## src/rtl/prefetch_buffer_pkg.sv

```systemverilog
// Shared types and constants for the instruction prefetch unit.
package prefetch_buffer_pkg;

  typedef enum logic [0:0] {
    IDLE = 1'b0,
    REQ  = 1'b1
  } pf_state_e;

  localparam int unsigned INSTR_WIDTH   = 32;
  localparam logic [31:0] PC_ALIGN_MASK = 32'hFFFF_FFFC;

  typedef struct packed {
    logic [INSTR_WIDTH-1:0] addr;
    logic [INSTR_WIDTH-1:0] instr;
  } fifo_entry_t;

  function automatic logic [31:0] align_pc(input logic [31:0] addr);
    return addr & PC_ALIGN_MASK;
  endfunction

endpackage

```

## src/rtl/prefetch_buffer_fifo.sv

```systemverilog
// DEPTH-entry {addr, instr} FIFO; flush beats push and pop, no write-to-read bypass.
module fetch_fifo
  import prefetch_buffer_pkg::*;
#(
  parameter int unsigned DEPTH = 4,
  parameter int unsigned CNT_W = $clog2(DEPTH + 1)
) (
  input  logic             clk_i,
  input  logic             rst_i,
  input  logic             flush_i,
  input  logic             push_i,
  input  fifo_entry_t      push_data_i,
  input  logic             pop_i,
  output fifo_entry_t      head_o,
  output logic             full_o,
  output logic             empty_o,
  output logic [CNT_W-1:0] count_o
);

  localparam int unsigned PTR_W = $clog2(DEPTH);

  fifo_entry_t      mem_q [DEPTH];
  logic [PTR_W-1:0] wr_ptr_q, wr_ptr_d;
  logic [PTR_W-1:0] rd_ptr_q, rd_ptr_d;
  logic [CNT_W-1:0] count_q, count_d;
  logic             do_push_s;
  logic             do_pop_s;

  assign full_o  = (count_q == CNT_W'(DEPTH));
  assign empty_o = (count_q == {CNT_W{1'b0}});
  assign count_o = count_q;
  assign head_o  = mem_q[rd_ptr_q];

  always_comb begin
    do_push_s = push_i && !full_o;
    do_pop_s  = pop_i && !empty_o;
    wr_ptr_d  = wr_ptr_q;
    rd_ptr_d  = rd_ptr_q;
    count_d   = count_q;
    if (flush_i) begin
      wr_ptr_d = {PTR_W{1'b0}};
      rd_ptr_d = {PTR_W{1'b0}};
      count_d  = {CNT_W{1'b0}};
    end else begin
      if (do_push_s) begin
        wr_ptr_d = wr_ptr_q + PTR_W'(1);
      end else begin
        wr_ptr_d = wr_ptr_q;
      end
      if (do_pop_s) begin
        rd_ptr_d = rd_ptr_q + PTR_W'(1);
      end else begin
        rd_ptr_d = rd_ptr_q;
      end
      case ({do_push_s, do_pop_s})
        2'b10:   count_d = count_q + CNT_W'(1);
        2'b01:   count_d = count_q - CNT_W'(1);
        default: count_d = count_q;
      endcase
    end
  end

  always_ff @(posedge clk_i) begin
    if (rst_i) begin
      wr_ptr_q <= {PTR_W{1'b0}};
      rd_ptr_q <= {PTR_W{1'b0}};
      count_q  <= {CNT_W{1'b0}};
      for (int i = 0; i < int'(DEPTH); i++) begin
        mem_q[i] <= '{addr: 32'h0000_0000, instr: 32'h0000_0000};
      end
    end else begin
      wr_ptr_q <= wr_ptr_d;
      rd_ptr_q <= rd_ptr_d;
      count_q  <= count_d;
      if (do_push_s && !flush_i) begin
        mem_q[wr_ptr_q] <= push_data_i;
      end
    end
  end

endmodule

```

## src/rtl/prefetch_buffer.sv

```systemverilog
// Sequential instruction prefetcher: request FSM, fetch/response PCs, outstanding
// and discard accounting, feeding a small FIFO towards the IF stage.
module prefetch_buffer
  import prefetch_buffer_pkg::*;
#(
  parameter int unsigned DEPTH = 4,
  parameter int unsigned CNT_W = $clog2(DEPTH + 1)
) (
  input  logic        clk_i,
  input  logic        rst_i,
  input  logic [31:0] boot_addr_i,
  input  logic        fetch_enable_i,
  input  logic        branch_i,
  input  logic [31:0] branch_addr_i,
  output logic        fetch_valid_o,
  input  logic        fetch_ready_i,
  output logic [31:0] fetch_rdata_o,
  output logic [31:0] fetch_addr_o,
  output logic        busy_o,
  output logic        instr_req_o,
  input  logic        instr_gnt_i,
  input  logic        instr_rvalid_i,
  output logic [31:0] instr_addr_o,
  input  logic [31:0] instr_rdata_i
);

  localparam int unsigned SUM_W = CNT_W + 2;

  pf_state_e        state_q, state_d;
  logic [31:0]      pc_q, pc_d;
  logic [31:0]      rsp_pc_q, rsp_pc_d;
  logic [31:0]      redir_addr_q, redir_addr_d;
  logic             redir_q, redir_d;
  logic [CNT_W-1:0] out_q, out_d;
  logic [CNT_W-1:0] disc_q, disc_d;

  logic             grant_s;
  logic             live_grant_s;
  logic             rv_owned_s;
  logic             add_one_s;
  logic [SUM_W-1:0] inflight_s;
  logic [SUM_W-1:0] disc_sum_s;
  logic             credit_idle_s;
  logic             credit_stay_s;

  logic             fifo_push_s;
  logic             fifo_pop_s;
  logic             fifo_full_s;
  logic             fifo_empty_s;
  logic [CNT_W-1:0] fifo_count_s;
  fifo_entry_t      fifo_head_s;
  fifo_entry_t      fifo_wdata_s;

  // A grant while redir_q is set belongs to a request already counted as a discard.
  assign grant_s      = (state_q == REQ) && instr_gnt_i;
  assign live_grant_s = grant_s && !redir_q && !branch_i;
  assign rv_owned_s   = instr_rvalid_i && ((disc_q != {CNT_W{1'b0}}) || (out_q != {CNT_W{1'b0}}));
  assign add_one_s    = (state_q == REQ) && !redir_q;

  // Discards are included in the credit so every counter stays bounded by DEPTH.
  assign inflight_s    = {2'b00, fifo_count_s} + {2'b00, out_q} + {2'b00, disc_q};
  assign credit_idle_s = inflight_s < SUM_W'(DEPTH);
  assign credit_stay_s = (inflight_s + SUM_W'(1)) < SUM_W'(DEPTH);
  assign disc_sum_s    = {2'b00, disc_q} + {2'b00, out_q} + SUM_W'(add_one_s) - SUM_W'(rv_owned_s);

  assign fifo_push_s  = instr_rvalid_i && !branch_i && (disc_q == {CNT_W{1'b0}}) &&
                        (out_q != {CNT_W{1'b0}}) && !fifo_full_s;
  assign fifo_pop_s   = fetch_valid_o && fetch_ready_i;
  assign fifo_wdata_s = '{addr: rsp_pc_q, instr: instr_rdata_i};

  assign instr_req_o   = (state_q == REQ);
  assign instr_addr_o  = pc_q;
  assign fetch_valid_o = !fifo_empty_s;
  assign fetch_rdata_o = fifo_head_s.instr;
  assign fetch_addr_o  = fifo_head_s.addr;
  assign busy_o        = (out_q != {CNT_W{1'b0}}) || (disc_q != {CNT_W{1'b0}});

  always_comb begin
    state_d      = state_q;
    pc_d         = pc_q;
    rsp_pc_d     = rsp_pc_q;
    redir_d      = redir_q;
    redir_addr_d = redir_addr_q;
    out_d        = out_q;
    disc_d       = disc_q;

    case (state_q)
      IDLE: begin
        if (fetch_enable_i && credit_idle_s) begin
          state_d = REQ;
        end else begin
          state_d = IDLE;
        end
      end
      REQ: begin
        if (instr_gnt_i) begin
          state_d = (fetch_enable_i && credit_stay_s) ? REQ : IDLE;
        end else begin
          state_d = REQ;
        end
      end
      default: state_d = IDLE;
    endcase

    if (branch_i) begin
      disc_d   = disc_sum_s[CNT_W-1:0];
      out_d    = {CNT_W{1'b0}};
      rsp_pc_d = align_pc(branch_addr_i);
      // An ungranted request must keep its address; the target waits in redir_addr_q.
      if ((state_q == REQ) && !instr_gnt_i) begin
        redir_d      = 1'b1;
        redir_addr_d = align_pc(branch_addr_i);
      end else begin
        redir_d = 1'b0;
        pc_d    = align_pc(branch_addr_i);
      end
    end else begin
      if (grant_s && redir_q) begin
        pc_d    = redir_addr_q;
        redir_d = 1'b0;
      end else if (grant_s) begin
        pc_d = pc_q + 32'd4;
      end else begin
        pc_d = pc_q;
      end
      if (instr_rvalid_i && (disc_q != {CNT_W{1'b0}})) begin
        disc_d = disc_q - CNT_W'(1);
      end else begin
        disc_d = disc_q;
      end
      if (fifo_push_s) begin
        rsp_pc_d = rsp_pc_q + 32'd4;
      end else begin
        rsp_pc_d = rsp_pc_q;
      end
      case ({live_grant_s, fifo_push_s})
        2'b10:   out_d = out_q + CNT_W'(1);
        2'b01:   out_d = out_q - CNT_W'(1);
        default: out_d = out_q;
      endcase
    end
  end

  always_ff @(posedge clk_i) begin
    if (rst_i) begin
      state_q      <= IDLE;
      pc_q         <= align_pc(boot_addr_i);
      rsp_pc_q     <= align_pc(boot_addr_i);
      redir_q      <= 1'b0;
      redir_addr_q <= 32'h0000_0000;
      out_q        <= {CNT_W{1'b0}};
      disc_q       <= {CNT_W{1'b0}};
    end else begin
      state_q      <= state_d;
      pc_q         <= pc_d;
      rsp_pc_q     <= rsp_pc_d;
      redir_q      <= redir_d;
      redir_addr_q <= redir_addr_d;
      out_q        <= out_d;
      disc_q       <= disc_d;
    end
  end

  fetch_fifo #(
    .DEPTH (DEPTH),
    .CNT_W (CNT_W)
  ) u_fifo (
    .clk_i       (clk_i),
    .rst_i       (rst_i),
    .flush_i     (branch_i),
    .push_i      (fifo_push_s),
    .push_data_i (fifo_wdata_s),
    .pop_i       (fifo_pop_s),
    .head_o      (fifo_head_s),
    .full_o      (fifo_full_s),
    .empty_o     (fifo_empty_s),
    .count_o     (fifo_count_s)
  );

endmodule

```

## config.mk

```make
export PLATFORM = sky130hd
export DESIGN_NAME = prefetch_buffer
export DESIGN_NICKNAME = d
export VERILOG_FILES = /design/src/rtl/prefetch_buffer_pkg.sv /design/src/rtl/prefetch_buffer_fifo.sv /design/src/rtl/prefetch_buffer.sv
export SDC_FILE = /design/constraint.sdc
export NUM_CORES = 1
export LEC_CHECK = 0
export CAP_MARGIN = 10
export CORE_ASPECT_RATIO = 1.4
export CORE_MARGIN = 3
export CORE_UTILIZATION = 56
export DETAILED_ROUTE_END_ITERATION = 16
export HOLD_SLACK_MARGIN = 0.15
export PLACE_DENSITY = 0.8
export SLEW_MARGIN = 10
export SYNTH_ARGS = -nofsm -noshare
export SYNTH_HDL_FRONTEND = slang
export SYNTH_SLANG_ARGS = --single-unit
```

## constraint.sdc

```tcl
create_clock -name clk_i -period 4.23 [get_ports clk_i]
set_input_delay 0.846 -clock clk_i [delete_from_list [all_inputs] [get_ports clk_i]]
set_output_delay 0.846 -clock clk_i [all_outputs]
set_load 0.02 [all_outputs]
```

# Yosys cells after proc, flatten, opt, wreduce, memory -nomap -nowiden
# Memory sizes are Yosys's and may differ from the RTL's. A register that Yosys moved wholly into a read port is not among the register bits.
# Cells that the tools add are included.
# totals
mem_bits_rw	256
register_bits	109
input_bits	103
word_cells	107
out_inout_bits	99
n_memories	1
# op_classes
n_eq_ne	7
reduce_logical	40
mux	29
bitwise_logic	1
n_addsub	15
magnitude_cmp	2
# memory_table
name	words	width	read_ports	rd_ports_with_merged_regs	write_ports	line	source
u_fifo.mem_q	4	64	1	1	4	prefetch_buffer_fifo.sv:22	fifo_entry_t mem_q [DEPTH];
# op_table
op	count
32-bit 2-to-1 mux	8
32-bit by 3-bit adder with 32-bit output (second input constant)	2
64-bit 2-to-1 mux	1
64-bit OR reduction	1
1-bit logical AND	18
1-bit 2-to-1 mux	12
3-bit one-hot mux with 2 select lines	2
3-bit nonzero test	4
5-bit by 3-bit less-than comparator with 1-bit output (second input constant)	2
3-bit by 1-bit subtractor with 3-bit output (second input constant)	3
2-bit nonzero test	4
3-bit by 1-bit adder with 3-bit output (second input constant)	2
3-bit logical NOT	2
2-bit 2-to-1 mux	3
3-bit 2-to-1 mux	2
2-bit AND reduction	3
4-bit by 3-bit adder with 5-bit output	1
5-bit by 1-bit adder with 5-bit output (second input constant)	1
1-bit logical NOT	5
2-bit by 1-bit adder with 2-bit output (second input constant)	2
3-bit by 3-bit adder with 4-bit output	1
2-bit by 1-bit equality test with 1-bit output (second input constant)	2
2-bit equality test (second input constant)	2
4-bit nonzero test	1
10 further kinds	10

# Longest topological paths before layout
# logic_depth
depth_word	12
mapped_depth	13
depth_no_buf	13

# By module
# A second synthesis with hierarchy kept.
# hier_totals
cells_unflattened	1340
hier_area_um2	17377.9
# modules_own_cells
module	instances	cells_each	seq_area_each_um2	area_each_um2
fetch_fifo	1	673	7867.5	11456.0
prefetch_buffer	1	667	2602.5	5921.9

# Least setup slack after synthesis
# OpenSTA, ideal clock, no wires.
# synth_timing
path_type	input-to-reg
from	input port branch_i
to	memory u_fifo.mem_q[3][0] (netlist name) (enable)
setup_ps	423
path_slack_ps	598
stages	5
n_path_buf	3
required_ps	3807
arrival_time_ps	3208
cell_sequence	clkbuf_1 -> inv_1 -> clkbuf_1 -> clkbuf_1 -> a41o_1
# synth_rtl
item	line	source
start: declaration	prefetch_buffer.sv:13	input logic branch_i,
end: declaration	prefetch_buffer_fifo.sv:22	

==> results by group <==
Timing
  • Slew @ Worst Pin: 1.24 ns
  • Tmin final: 3.50 ns
  • Final setup TNS: 0 ns
  • Max Fclk: 0.286 GHz
  • RSZ-0062 raised after global routing: false
  • Final setup fails: 0
  • Final hold vios: 0
  • Setup Skew: 0.00958 ns
  • Slew Limit Headroom: 16.9%
  • Slew Viols, Final: 0
  • Final Cycle Share: 82.7%

Layout
  • Final non-filler cell total: 1895
  • Share of layout cells above drive strength 1: 10.1%
  • Commonest non-fill, non-tap cell in the layout: edfxtp_1
  • Layout area overhead: 21.0%
  • Number of nets in the layout: 1611
  • Commonest cells after routing, fill and taps aside: edfxtp_1, and2_1, clkdlybuf4s50_1
  • Final core utilization: 69.2%

Worst setup path
  • Crit path DAT: 2.65 ns
  • CP endpoint kind: output pin
  • Required time worst endpoint: 3.38 ns
  • CP max FO: 25
  • CP startpoint kind: flop
  • Setup CP Type: reg -> out

Routing
  • Via density: 5.75
  • Iteration count of the initial detailed-routing pass: 5
  • Routed via count: 10900
  • Drt wl/cell: 20.3 um
  • Iter 0 DRT Violations: 641
  • Final WL: 38.5 mm
  • ANT nets after route: 0
  • DRC violations left: 0

Synth
  • #FFs+latches synth: 357
  • Asr flop ratio synth: 0%
  • Yosys warnings: 0
  • Number of flops mapped to enable cells by yosys: 308
  • Synthesized area: 16800 um^2
  • Mean Syn Cell Area: 12.8 um^2
  • Yosys top cell area share: 55.0%
  • Sequential area share after synthesis: 60.8%
  • Area contributors post-synth: edfxtp_1, and2_1, mux4_2
  • Post-synthesis cell count: 1310
  • Cell taking the most area after synthesis: edfxtp_1
  • Top_reg_cell synth: edfxtp_1
  • Synth cell types: 54

Run status
  • Outcome: finished clean

Place
  • Final GP Congestion: 0.857
  • Placed insts: 1832
  • I/O Buffers: 195
  • HPWL Detailed: 24.3 mm

Clock network
  • CTS tree: done
  • Clock Latency Late Sink: 0.51 ns
  • Cells resized by post-CTS repair: 0
  • Clk slew on worst S/H paths: 0.06 ns
  • Post-CTS setup buffers: 0
  • H-Tree Depth: 2
  • Clock sinks: 357
  • Post-CTS Hold Fix Bufs: 0
  • Max clock buf depth: 3
  • Root Driver: clkbuf_16
  • Total CTS buffers: 35

Power and ir drop
  • Pleak: 7.27 nW
  • Peak VDD IR: 0.327 mV
  • Total power: 8.22 mW
  • Power per Cell Area: 403 nW/um^2

Floorplanning
  • Cell Rows: 74
  • Die area: 32200 um^2
  • I/O pins: 202
  • Die X: 153 um
  • Chip height: 211 um
  • Core Region: 29400 um^2
  • Initial Util: 57.2%

Min path
  • Type of the tightest min-delay check: reg -> reg

Global route
  • First-pass GRT wire length: 60.9 mm
  • Pin count of the biggest net entering global routing: 82
  • Initial antenna violation count: 1
  • Grt total ovfl: 0
  • GRT Total Usage: 24.0%
  • Vias in the first global route: 11403

Flow run
  • Max-cap viol count: 0
## synthesized netlist by cell type (4+ instances only)
cell	instances
clkbuf_1	65
xor2_1	40
nor2b_1	4
nor4_1	8
and2_1	255
o21a_1	5
nand4_1	12
o211ai_1	8
a211oi_1	12
xnor2_1	22
mux4_2	62
and3_1	22
a22oi_1	4
nand3_1	26
inv_1	22
or3_1	13
dfxtp_1	49
nand2_1	119
ha_1	11
buf_2	7
nor3_1	11
a21oi_1	72
o21ai_0	43
fa_1	8
buf_1	5
edfxtp_1	308
nor2_1	51
nand2b_1	4
## worst paths after layout
check	slack, ns	depth (start not counted)	end	startpoint
worst min-delay path	0.45	2	redir_addr_q[31]	redir_addr_q[31]
worst max-delay path	0.73	3	fetch_addr_o[27]	flop
worst max register to register	1.18	12	disc_q[2]	out_q[0]
worst min register to register	0.45	2	redir_addr_q[31]	redir_addr_q[31]
## metal layers
metal / vias up / global-route usage, % / wire [um]
met4: 0 / 8.33 / 1240
met5: - / 0 / 0
met3: 71 / 4.04 / 2360
li1: 5092 / - / -
met2: 400 / 43.7 / 20300
met1: 5337 / 29.0 / 14600
## critical path: stages, from the launching register on
cell,delay (ns)
dfxtp_2,0.80
buf_4,0.36
mux4_2,0.34
clkdlybuf4s50_1,0.61
## logic make-up after synthesis
| kind of cell | Yosys count | share of synthesized area (%) |
|---|---|---|
| mux | 65 | 8.48 |
| flops | 357 | 60.8 |
| fa+ha+maj | 19 | 1.77 |
| simple gates | 538 | 17.5 |
| compound gates | 166 | 5.80 |
| xor+xnor | 62 | 3.23 |
| other cells | 1 | 0.0223 |
| buf+inv | 102 | 2.42 |
## registers in the layout (all words and copies together), names as in the netlist, named ones only
register / cells
redir_q: 1
u_fifo.count_o: 3
u_fifo.rd_ptr_q: 2
instr_req_o: 1
redir_addr_q: 30
u_fifo.mem_q: 248
instr_addr_o: 32
disc_q: 3
out_q: 3
u_fifo.wr_ptr_q: 2
rsp_pc_q: 30
## through the flow
stage	hold slack, ns	worst slack (ns)	instance area (um^2)
2_1_floorplan	0.432	0.598	16800
3_3_place_gp	0.438	0.839	19200
3_5_place_dp	0.444	0.783	19200
4_1_cts	0.452	0.668	20400
5_1_grt	0.470	0.623	20400
6_report	0.454	0.731	20400
## cell type report
| class | instances | area, um^2 |
|---|---|---|
| diodes | 1 | 2.50 |
| clock buffers | 45 | 966 |
| clock inverters | 17 | 151 |
| fillers | 2116 | 9070 |
| inverters | 22 | 82.6 |
| multi-input cells | 852 | 6210 |
| flip-flops and latches | 357 | 10200 |
| well taps | 380 | 475 |
| repair buffers | 221 | 2240 |
## where the power goes
part	switching, mW	total (mW)	internal [mW]	leakage, nW
clock network	1.28	3.07	1.79	0.552
registers	0.163	4.18	4.02	3.57
logic	0.521	0.965	0.444	3.14
Power figures use the tool's default switching activity.
